### config.mk
export PLATFORM = sky130hd
export DESIGN_NAME = block_interleaver_flat
export DESIGN_NICKNAME = d
export VERILOG_FILES = /design/src/rtl/block_interleaver_pkg.sv /design/src/rtl/block_interleaver_if.sv /design/src/rtl/block_interleaver_rc_counter.sv /design/src/rtl/block_interleaver.sv /design/src/flat_wrapper.sv
export SDC_FILE = /design/constraint.sdc
export NUM_CORES = 1
export LEC_CHECK = 0
export ABC_AREA = 1
export CAP_MARGIN = 20
export CORE_MARGIN = 2
export CORE_UTILIZATION = 64
export CTS_BUF_LIST = sky130_fd_sc_hd__clkbuf_8
export DETAILED_ROUTE_END_ITERATION = 8
export PLACE_DENSITY = 0.79
export SLEW_MARGIN = 20
export SYNTH_ARGS = -nofsm -noshare
export SYNTH_HDL_FRONTEND = slang
export SYNTH_HIERARCHICAL = 1
export SYNTH_SLANG_ARGS = --single-unit
### constraint.sdc
create_clock -name clk -period 1.9 [get_ports clk]
set_input_delay 0.285 -clock clk [delete_from_list [all_inputs] [get_ports clk]]
set_output_delay 0.285 -clock clk [all_outputs]
set_load 0.05 [all_outputs]
### src/rtl/block_interleaver_pkg.sv
// -----------------------------------------------------------------------------
// interleaver_pkg
// Shared constants and helpers for the bit-serial row/column block interleaver.
//   ROWS_DEFAULT / COLS_DEFAULT : default matrix geometry
//   BLOCK_BITS                  : bits per block at the default geometry
//   ctr_width()                 : width of a counter spanning 0..extent-1,
//                                 never less than one bit
// -----------------------------------------------------------------------------
package interleaver_pkg;

    localparam int ROWS_DEFAULT = 4;
    localparam int COLS_DEFAULT = 8;
    localparam int BLOCK_BITS   = ROWS_DEFAULT * COLS_DEFAULT;

    // Counter width for an index range of 'extent' values (minimum 1 bit).
    function automatic int ctr_width(input int extent);
        return (extent <= 2) ? 1 : $clog2(extent);
    endfunction

endpackage

### src/rtl/block_interleaver_if.sv
// -----------------------------------------------------------------------------
// block_interleaver_if
// Groups the upstream and downstream bit-stream handshakes of the interleaver.
//   in_valid / in_bit / in_ready              : upstream bit stream
//   out_valid / out_bit / out_ready / out_last : downstream bit stream
// Modports:
//   slave  : the interleaver's view (consumes in_*, produces out_*)
//   master : the environment's view (produces in_*, consumes out_*)
// -----------------------------------------------------------------------------
interface block_interleaver_if;

    logic in_valid;
    logic in_bit;
    logic in_ready;
    logic out_valid;
    logic out_bit;
    logic out_ready;
    logic out_last;

    modport slave (
        input  in_valid, in_bit, out_ready,
        output in_ready, out_valid, out_bit, out_last
    );

    modport master (
        output in_valid, in_bit, out_ready,
        input  in_ready, out_valid, out_bit, out_last
    );

endinterface

### src/rtl/block_interleaver_rc_counter.sv
// -----------------------------------------------------------------------------
// interleave_rc_counter
// Two-level index counter: the inner index advances on every enable, wraps at
// INNER-1 and carries into the outer index, which wraps at OUTER-1. 'last' is
// high while both indices sit at their final value, so the enable that
// consumes the last position returns both indices to zero.
// Ports:
//   clk       : clock, rising edge
//   reset     : synchronous active-low reset, clears both indices
//   en        : advance by one position
//   inner_idx : fast-moving index (0..INNER-1)
//   outer_idx : slow-moving index (0..OUTER-1)
//   last      : both indices at their maximum
// -----------------------------------------------------------------------------
module interleave_rc_counter
    import interleaver_pkg::*;
#(
    parameter int INNER = 8,
    parameter int OUTER = 4
) (
    input  logic                         clk,
    input  logic                         reset,
    input  logic                         en,
    output logic [ctr_width(INNER)-1:0]  inner_idx,
    output logic [ctr_width(OUTER)-1:0]  outer_idx,
    output logic                         last
);

    localparam int IW = ctr_width(INNER);
    localparam int OW = ctr_width(OUTER);
    localparam logic [IW-1:0] INNER_MAX = IW'(INNER - 1);
    localparam logic [OW-1:0] OUTER_MAX = OW'(OUTER - 1);

    logic [IW-1:0] inner_r;
    logic [OW-1:0] outer_r;
    logic          inner_wrap_s;
    logic          outer_wrap_s;

    assign inner_wrap_s = (inner_r == INNER_MAX);
    assign outer_wrap_s = (outer_r == OUTER_MAX);

    // Index registers: inner counts every enable, outer counts on inner wrap.
    always_ff @(posedge clk) begin
        if (!reset) begin
            inner_r <= '0;
            outer_r <= '0;
        end else if (en) begin
            if (inner_wrap_s) begin
                inner_r <= '0;
                outer_r <= outer_wrap_s ? '0 : outer_r + OW'(1);
            end else begin
                inner_r <= inner_r + IW'(1);
                outer_r <= outer_r;
            end
        end else begin
            inner_r <= inner_r;
            outer_r <= outer_r;
        end
    end

    assign inner_idx = inner_r;
    assign outer_idx = outer_r;
    assign last      = inner_wrap_s && outer_wrap_s;

endmodule

### src/rtl/block_interleaver.sv
// -----------------------------------------------------------------------------
// block_interleaver
// Bit-serial row/column block interleaver with ping-pong storage. Bits are
// written row-major into a ROWS x COLS matrix and read column-major, so input
// index row*COLS+col leaves at output position col*ROWS+row. While one bank
// drains, the other fills, giving 1 bit/clock in steady state.
// Ports:
//   clk   : clock, rising edge
//   reset : synchronous active-low reset; discards partial and pending blocks
//   bus   : slave modport of block_interleaver_if
//           in_valid/in_bit/in_ready               upstream handshake
//           out_valid/out_bit/out_ready/out_last   downstream handshake,
//           out_last marks the final bit of each output block
// -----------------------------------------------------------------------------
module block_interleaver
    import interleaver_pkg::*;
#(
    parameter int ROWS = ROWS_DEFAULT,
    parameter int COLS = COLS_DEFAULT
) (
    input  logic                 clk,
    input  logic                 reset,
    block_interleaver_if.slave   bus
);

    localparam int NBITS = ROWS * COLS;
    localparam int AW    = $clog2(NBITS);
    localparam int RW    = ctr_width(ROWS);
    localparam int CW    = ctr_width(COLS);

    // Bank contents need no reset: a bank is only read once its full flag,
    // which is reset, says it has been completely rewritten.
    logic [NBITS-1:0] bank_r [2];
    logic [1:0]       full_r;
    logic [1:0]       full_next_s;
    logic [1:0]       full_set_s;
    logic [1:0]       full_clr_s;
    logic             wb_r;
    logic             rb_r;

    logic [RW-1:0]    w_row_s;
    logic [CW-1:0]    w_col_s;
    logic [RW-1:0]    r_row_s;
    logic [CW-1:0]    r_col_s;
    logic             w_last_s;
    logic             r_last_s;
    logic [AW-1:0]    w_addr_s;
    logic [AW-1:0]    r_addr_s;

    logic             in_ready_s;
    logic             out_valid_s;
    logic             wr_hs_s;
    logic             rd_hs_s;
    logic             wr_done_s;
    logic             rd_done_s;

    // Handshake qualifiers are forced low while reset is asserted.
    assign in_ready_s  = reset && !full_r[wb_r];
    assign out_valid_s = reset &&  full_r[rb_r];
    assign wr_hs_s     = bus.in_valid && in_ready_s;
    assign rd_hs_s     = out_valid_s && bus.out_ready;
    assign wr_done_s   = wr_hs_s && w_last_s;
    assign rd_done_s   = rd_hs_s && r_last_s;

    // Write side walks row-major: column is the inner index.
    interleave_rc_counter #(
        .INNER (COLS),
        .OUTER (ROWS)
    ) u_wr_ctr (
        .clk       (clk),
        .reset     (reset),
        .en        (wr_hs_s),
        .inner_idx (w_col_s),
        .outer_idx (w_row_s),
        .last      (w_last_s)
    );

    // Read side walks column-major: row is the inner index.
    interleave_rc_counter #(
        .INNER (ROWS),
        .OUTER (COLS)
    ) u_rd_ctr (
        .clk       (clk),
        .reset     (reset),
        .en        (rd_hs_s),
        .inner_idx (r_row_s),
        .outer_idx (r_col_s),
        .last      (r_last_s)
    );

    assign w_addr_s = AW'(w_row_s) * AW'(COLS) + AW'(w_col_s);
    assign r_addr_s = AW'(r_row_s) * AW'(COLS) + AW'(r_col_s);

    // Completing a write and completing a read always touch different banks,
    // so the set and clear masks never overlap.
    assign full_set_s  = {wr_done_s &  wb_r, wr_done_s & ~wb_r};
    assign full_clr_s  = {rd_done_s &  rb_r, rd_done_s & ~rb_r};
    assign full_next_s = (full_r | full_set_s) & ~full_clr_s;

    // Bank storage: capture the accepted bit at its row-major position.
    always_ff @(posedge clk) begin
        if (wr_hs_s) begin
            bank_r[wb_r][w_addr_s] <= bus.in_bit;
        end else begin
            bank_r[wb_r] <= bank_r[wb_r];
        end
    end

    // Bank ownership: full flags and write/read bank pointers.
    always_ff @(posedge clk) begin
        if (!reset) begin
            full_r <= 2'b00;
            wb_r   <= 1'b0;
            rb_r   <= 1'b0;
        end else begin
            full_r <= full_next_s;
            wb_r   <= wb_r ^ wr_done_s;
            rb_r   <= rb_r ^ rd_done_s;
        end
    end

    // All outputs derive from registered state, so they hold while stalled.
    assign bus.in_ready  = in_ready_s;
    assign bus.out_valid = out_valid_s;
    assign bus.out_bit   = bank_r[rb_r][r_addr_s];
    assign bus.out_last  = out_valid_s && r_last_s;

endmodule

### src/flat_wrapper.sv
// flat-port wrapper written by rule: the top's interface ports become plain ports
module block_interleaver_flat import interleaver_pkg::*;
#(
    parameter int ROWS = ROWS_DEFAULT,
    parameter int COLS = COLS_DEFAULT
)
  (clk, reset, bus_in_valid, bus_in_bit, bus_out_ready, bus_in_ready, bus_out_valid, bus_out_bit, bus_out_last);
  block_interleaver_if bus_i ();
  input  logic clk;
  input  logic reset;
  input wire logic [$bits(bus_i.in_valid)-1:0] bus_in_valid;
  input wire logic [$bits(bus_i.in_bit)-1:0] bus_in_bit;
  input wire logic [$bits(bus_i.out_ready)-1:0] bus_out_ready;
  output wire logic [$bits(bus_i.in_ready)-1:0] bus_in_ready;
  output wire logic [$bits(bus_i.out_valid)-1:0] bus_out_valid;
  output wire logic [$bits(bus_i.out_bit)-1:0] bus_out_bit;
  output wire logic [$bits(bus_i.out_last)-1:0] bus_out_last;
  assign bus_i.in_valid = bus_in_valid;
  assign bus_i.in_bit = bus_in_bit;
  assign bus_i.out_ready = bus_out_ready;
  assign bus_in_ready = bus_i.in_ready;
  assign bus_out_valid = bus_i.out_valid;
  assign bus_out_bit = bus_i.out_bit;
  assign bus_out_last = bus_i.out_last;
  block_interleaver #(.ROWS(ROWS), .COLS(COLS)) u_core (.clk(clk), .reset(reset), .bus(bus_i));
endmodule
* After elaboration in Yosys (flattened, before gate mapping)
Memories as Yosys holds them, arrays and structs flattened. A register that Yosys moved wholly into a read port is not among the register bits. Cells that the tools add are included.
Word-level totals: logic and storage cells 129, register bits after elaboration 14, bits in writable memories 64, memories 1, output and inout port bits 4, input port bits 5
Operators by class: bitwise operators 43, add/subtract/negate cells 6, reduce and logical (&&, ||, !) cells 14, multiplexer cells 48, order comparisons 5, equality and inequality tests 5
Memory list:
- u_core.bank_r | depth 2, width 32, rd ports 1, clocked after Yosys merged registers in 1, wr ports 1, RTL line block_interleaver.sv:33 | logic [NBITS-1:0] bank_r [2];
Operator list (count):
- 1-bit two-way mux | 41
- 32-bit two-way mux | 1
- 1-bit bitwise OR | 32
- 5-bit by 6-bit < comparator with 1-bit output, second input constant | 2
- 5-bit by 3-bit adder with 5-bit output | 2
- 1-bit logical AND | 10
- 3-bit by 1-bit adder with 3-bit output, second input constant | 2
- 3-bit == test, second input constant | 2
- 3-bit two-way mux | 2
- 2-bit AND reduction | 3
- 1-bit binary-select mux with 5-bit select | 1
- 1-bit demux with 5-bit select | 1
- 5-bit by 1-bit >= comparator with 1-bit output, second input constant | 1
- 2-bit by 1-bit adder with 2-bit output, second input constant | 2
- 1-bit AND | 4
- 2-bit == test, second input constant | 2
- 1-bit by 2-bit < comparator with 1-bit output, second input constant | 2
- 2-bit two-way mux | 2
- 2-bit AND | 1
- 1-bit inverter | 2
- 2-bit inverter | 1
- 2-bit bitwise OR | 1
- 1-bit bitwise XOR | 2
- 1-bit logical NOT | 1
- 0-bit inequality test | 1

* Longest topological paths before layout
word-level depth 9, mapped depth 11, depth with buffers taken out 9

* Modules after synthesis
The synthesis kept the hierarchy.
Modules (own cells, without submodules):
- block_interleaver | area each 3393.3 um2, cells an instance 372, sequential area each 2021.9 um2, times used 1
- interleave_rc_counter (u_core.u_wr_ctr) | area each 261.5 um2, cells an instance 37, sequential area each 100.1 um2, times used 1
- interleave_rc_counter (u_core.u_rd_ctr) | area each 254.0 um2, cells an instance 37, sequential area each 100.1 um2, times used 1

* Worst setup path before layout
OpenSTA, ideal clock, no wires.
path kind reg2out, from register u_core.full_r[0], to output bus_out_last, stages on the path, launching flop included 5, data arrival time 2443 ps, slack -828 ps, data required time 1615 ps, path buffers 0, cells stage by stage dfxtp_1 -> nor2_1 -> nor3_1 -> inv_1 -> nor2_1
On the way: word-level cells in the longest chain between the ends 4
RTL lines:
- start: declaration | RTL line block_interleaver.sv:34 | logic [1:0] full_r;
- start signal: assignment | RTL line block_interleaver.sv:116 | full_r <= full_next_s;
- 1-bit two-way mux (not written as such) (2 in series) | RTL line block_interleaver.sv:59 | assign out_valid_s = reset && full_r[rb_r];
- 1-bit logical AND | RTL line block_interleaver.sv:59
- net bus_out_valid | RTL line flat_wrapper.sv:15 | output wire logic [$bits(bus_i.out_valid)-1:0] bus_out_valid;
- 1-bit logical AND | RTL line block_interleaver.sv:126 | assign bus.out_last = out_valid_s && r_last_s;
- end: declaration | RTL line flat_wrapper.sv:17 | output wire logic [$bits(bus_i.out_last)-1:0] bus_out_last;
The timed path passes the listed nets, and every way through them passes these cells. The select of a mux whose other input is x is not followed.

* Final worst setup path
from register u_core.u_rd_ctr.outer_r[0], in the netlist u_core/u_rd_ctr/outer_idx[0], to output bus_out_bit
On the way: word-level cells in the longest chain between the ends 3
RTL lines:
- start: declaration | RTL line block_interleaver_rc_counter.sv:35 | logic [OW-1:0] outer_r;
- start signal: assignment | RTL line block_interleaver_rc_counter.sv:50 | outer_r <= outer_wrap_s ? '0 : outer_r + OW'(1);
- start signal: assignment | RTL line block_interleaver_rc_counter.sv:53 | outer_r <= outer_r;
- start signal: assignment | RTL line block_interleaver_rc_counter.sv:57 | outer_r <= outer_r;
- 5-bit by 3-bit adder with 5-bit output | RTL line block_interleaver.sv:92 | assign r_addr_s = AW'(r_row_s) * AW'(COLS) + AW'(r_col_s);
- 1-bit binary-select mux with 5-bit select | RTL line block_interleaver.sv:125 | assign bus.out_bit = bank_r[rb_r][r_addr_s];
- 1-bit two-way mux (not written as such) | RTL line block_interleaver.sv:125
- end: declaration | RTL line flat_wrapper.sv:16 | output wire logic [$bits(bus_i.out_bit)-1:0] bus_out_bit;
No other way between the ends. The select of a mux whose other input is x is not followed.

==> impl_metrics.env <==
export IMPL_synth_xor_area_share_pct=0
export IMPL_timing_rr_end="u_core/bank_r[0][11]$_DFFE_PP_"
export IMPL_violations="negative setup slack"
export IMPL_min_path_type="in2reg"
export IMPL_netlist_area_leader_share_pct=49.2
export IMPL_period_minus_slack_ns=2.11
export IMPL_synth_compound_area_share_pct=1.06
export IMPL_grt_max_degree=65
export IMPL_final_common_cell="nand2_1"
export IMPL_ant_nets=0
export IMPL_drv_cap=0
export IMPL_initial_core_util_pct=66.0
export IMPL_p_leak_nw=1.93
export IMPL_overflow=0
export IMPL_vdd_drop_max_uv=546
export IMPL_timing_rr_start="u_core/u_wr_ctr/outer_idx[0]$_SDFFE_PN0P_"
export IMPL_grt_pass1_vias=2878
export IMPL_die_area_mm2=0.00675
export IMPL_htreeDepth=3
export IMPL_dpl_cell_area_mm2=0.00422
export IMPL_yosys_area_share_simple_pct=31.9
export IMPL_dp_hpwl_um=5560
export IMPL_routedWlPerCell_um=17.4
export IMPL_tritoncts="done"
export IMPL_layout_setup_ws_ns=-0.205
export IMPL_ys_types=19
export IMPL_seqCellArea_mm2=0.00223
export IMPL_row_count=28
export IMPL_antenna_found_initial=0
export IMPL_fmax_mhz=475
export IMPL_clockBufferDepth=2
export IMPL_period_share_pct=111
export IMPL_path_clk_slew_ns=0.08
export IMPL_area_growth_pct=21.9
export IMPL_critPathKind="reg2out"
export IMPL_power_density_mw_per_mm2=729
export IMPL_hold_viol=0
export IMPL_dr_first_iter_drc_count=490
export IMPL_crit_path_end_kind="primary output"
export IMPL_numClockSinks=79
export IMPL_drcViolationCount=0
export IMPL_cpPeakStageDelay_ns=0.39
export IMPL_syn_inst=446
export IMPL_io_pins=9
export IMPL_vias_per_cell=5.87
export IMPL_min_path_cells=4
export IMPL_crit_chain="clkinvlp_4 > buf_12 > nand3_2 > nand3_2 > nand2_1 > nand2_1 > nand3_1 > nand3_1 > nand2_2 > buf_8"
export IMPL_place_gp_congestion=0.791
export IMPL_yosys_top_cells_area="edfxtp_1, nand2_1, dfxtp_1"
export IMPL_synth_adder_area_share_pct=3.52
export IMPL_slowest_stage="dfxtp_4"
export IMPL_wirelength_um=9720
export IMPL_critPathArrivalTime_ns=1.82
export IMPL_cts_buffers=9
export IMPL_synth_seq_area_share_pct=56.9
export IMPL_cts_root_buf="clkbuf_8"
export IMPL_setup_viol=1
export IMPL_finalNonFillerCells=558
export IMPL_mostFrequentLayoutCells="nand2_1, nor2_1, edfxtp_1"
export IMPL_grt_pass1_wl_um=13800
export IMPL_rsz0062_at_grt="true"
export IMPL_cp_required_ns=1.62
export IMPL_clock_skew_ns=0.0102
export IMPL_multiInputGateArea_mm2=0.00157
export IMPL_port_buffers=8
export IMPL_clk_insertion_delay_late_ns=0.34
export IMPL_vias=3275
export IMPL_die_w_um=82.2
export IMPL_power_w=0.00347
export IMPL_worstMarginPinSlew_ns=0.574
export IMPL_final_nets=494
export IMPL_min_delay_worst_endpoint="u_core/u_wr_ctr/outer_idx[0]$_SDFFE_PN0P_"
export IMPL_fin_area_mm2=0.00476
export IMPL_synth_fp_nets=462
export IMPL_syn_cell_area_mm2=0.00391
export IMPL_fillCellCount=374
export IMPL_track_usage_pct=27.8
export IMPL_synth_top_family_by_area="simple AND/OR/NAND/NOR gates"
export IMPL_drive_gt1_share_pct=20.9
export IMPL_yosysTopAreaCell="edfxtp_1"
export IMPL_worstPathMaxFanout=7
export IMPL_start_kind="flip-flop"
export IMPL_rr_worst_depth=4
export IMPL_synthMuxAreaShare_pct=0
export IMPL_syn_avg_cell_area_um2=8.76
export IMPL_r2r_slack_ns=0.13
export IMPL_dp_cells=533
export IMPL_drt_pass1_iterations=6
export IMPL_core_area_mm2=0.00592
export IMPL_hp_start="reset"
export IMPL_n_antenna_cell=0
export IMPL_status="finished with violations"
export IMPL_synth_warnings=6
export IMPL_slew_viol_final=0
export IMPL_max_slew_margin_rel_pct=61.7
export IMPL_synth_seq_cells=79
export IMPL_fp_dieH_um=82.2
==> critical path, delay by kind of cell, from the launching register on <==
kind,cells,cell delay [ns]
flops,1,0.39
buf+inv,3,0.51
simple gates,7,0.58
==> Yosys cell counts <==
cell      number
nand2_2        8
dfxtp_1       15
inv_2          4
buf_2          5
ha_1          11
nor2_1        72
o21ai_0        3
a21oi_4        1
clkbuf_1       9
buf_6          2
nand2_1      118
clkinv_2       1
buf_4          3
nor3_1        36
edfxtp_1      64
nand3_1       54
nand3_4        2
a21oi_1        2
inv_1         36
==> how the worst max path moves through the flow <==
stage / startpoint / end / cells past startpoint
floorplan: u_core/full_r[0]$_SDFF_PN0_ / bus_out_last / 4
global placement: reset / u_core/bank_r[0][19]$_DFFE_PP_ / 9
detailed placement: reset / u_core/bank_r[1][20]$_DFFE_PP_ / 8
CTS: flip-flop / bus_out_bit / 10
global route: flip-flop / bus_out_bit / 11
finish: u_core/u_rd_ctr/outer_idx[0]$_SDFFE_PN0P_ / bus_out_bit / 10
==> cell type report <==
class / count / area share, %
flip-flops and latches: 79 / 46.8
multi-input cells: 307 / 33.0
repair buffers: 40 / 9.77
inverters: 41 / 3.44
clock buffers: 10 / 2.89
clock inverters: 6 / 2.13
well taps: 75 / 1.97
==> stage by stage <==
step	worst slack [ns]	utilization [%]	hold slack, ns	TNS [ns]
finish	-0.205	80.5	0.516	-0.205
global route	-0.282	80.5	0.540	-0.348
CTS	-0.153	76.6	0.510	-0.153
detailed placement	-0.194	71.2	0.537	-6.62
global placement	-0.0891	71.2	0.517	-2.61
floorplan	0.0845	-	0.384	0
==> kinds of logic after synthesis <==
logic type | Yosys count
buffers and inverters | 60
adder cells (fa/ha/maj) | 11
AND/OR/NAND/NOR | 290
flip-flops | 79
AO/OA/AOI/OAI | 6
==> metal layers <==
metal | track usage (%) | vias to the layer above | part of all wire [%]
li1 | - | 1527 | -
met1 | 36.0 | 1523 | 38
met2 | 47.2 | 187 | 51
met3 | 4.46 | 38 | 8.0
met4 | 10.7 | 0 | 3.5
met5 | 0 | - | 0
==> repair_timing <==
item | in CTS | in global routing
setup buffers | 3 | 2
endpoints found under the setup margin | 2 | 2
pin swaps | 0 | 13
gates cloned | 1 | 3
resized for setup | 10 | 36
hold buffers | 0 | 0
==> power by group <==
part	leakage [nW]	total, W	switching [W]	internal [W]
registers	0.698	0.00188	0.0000102	0.00187
logic	1.10	0.000118	0.0000779	0.0000404
clock network	0.130	0.00148	0.000581	0.000896
==> registers in the layout, summed over array words and instances (netlist names), named ones only <==
register / flops
u_core/bank_r: 64
u_core/u_rd_ctr/outer_idx: 3
u_core/u_wr_ctr/inner_idx: 3
u_core/full_r: 2
u_core/u_rd_ctr/inner_idx: 2
u_core/u_wr_ctr/outer_idx: 2
u_core/rb_r: 1
u_core/wb_r: 1
No activity file was read; power rests on OpenSTA's default activity.
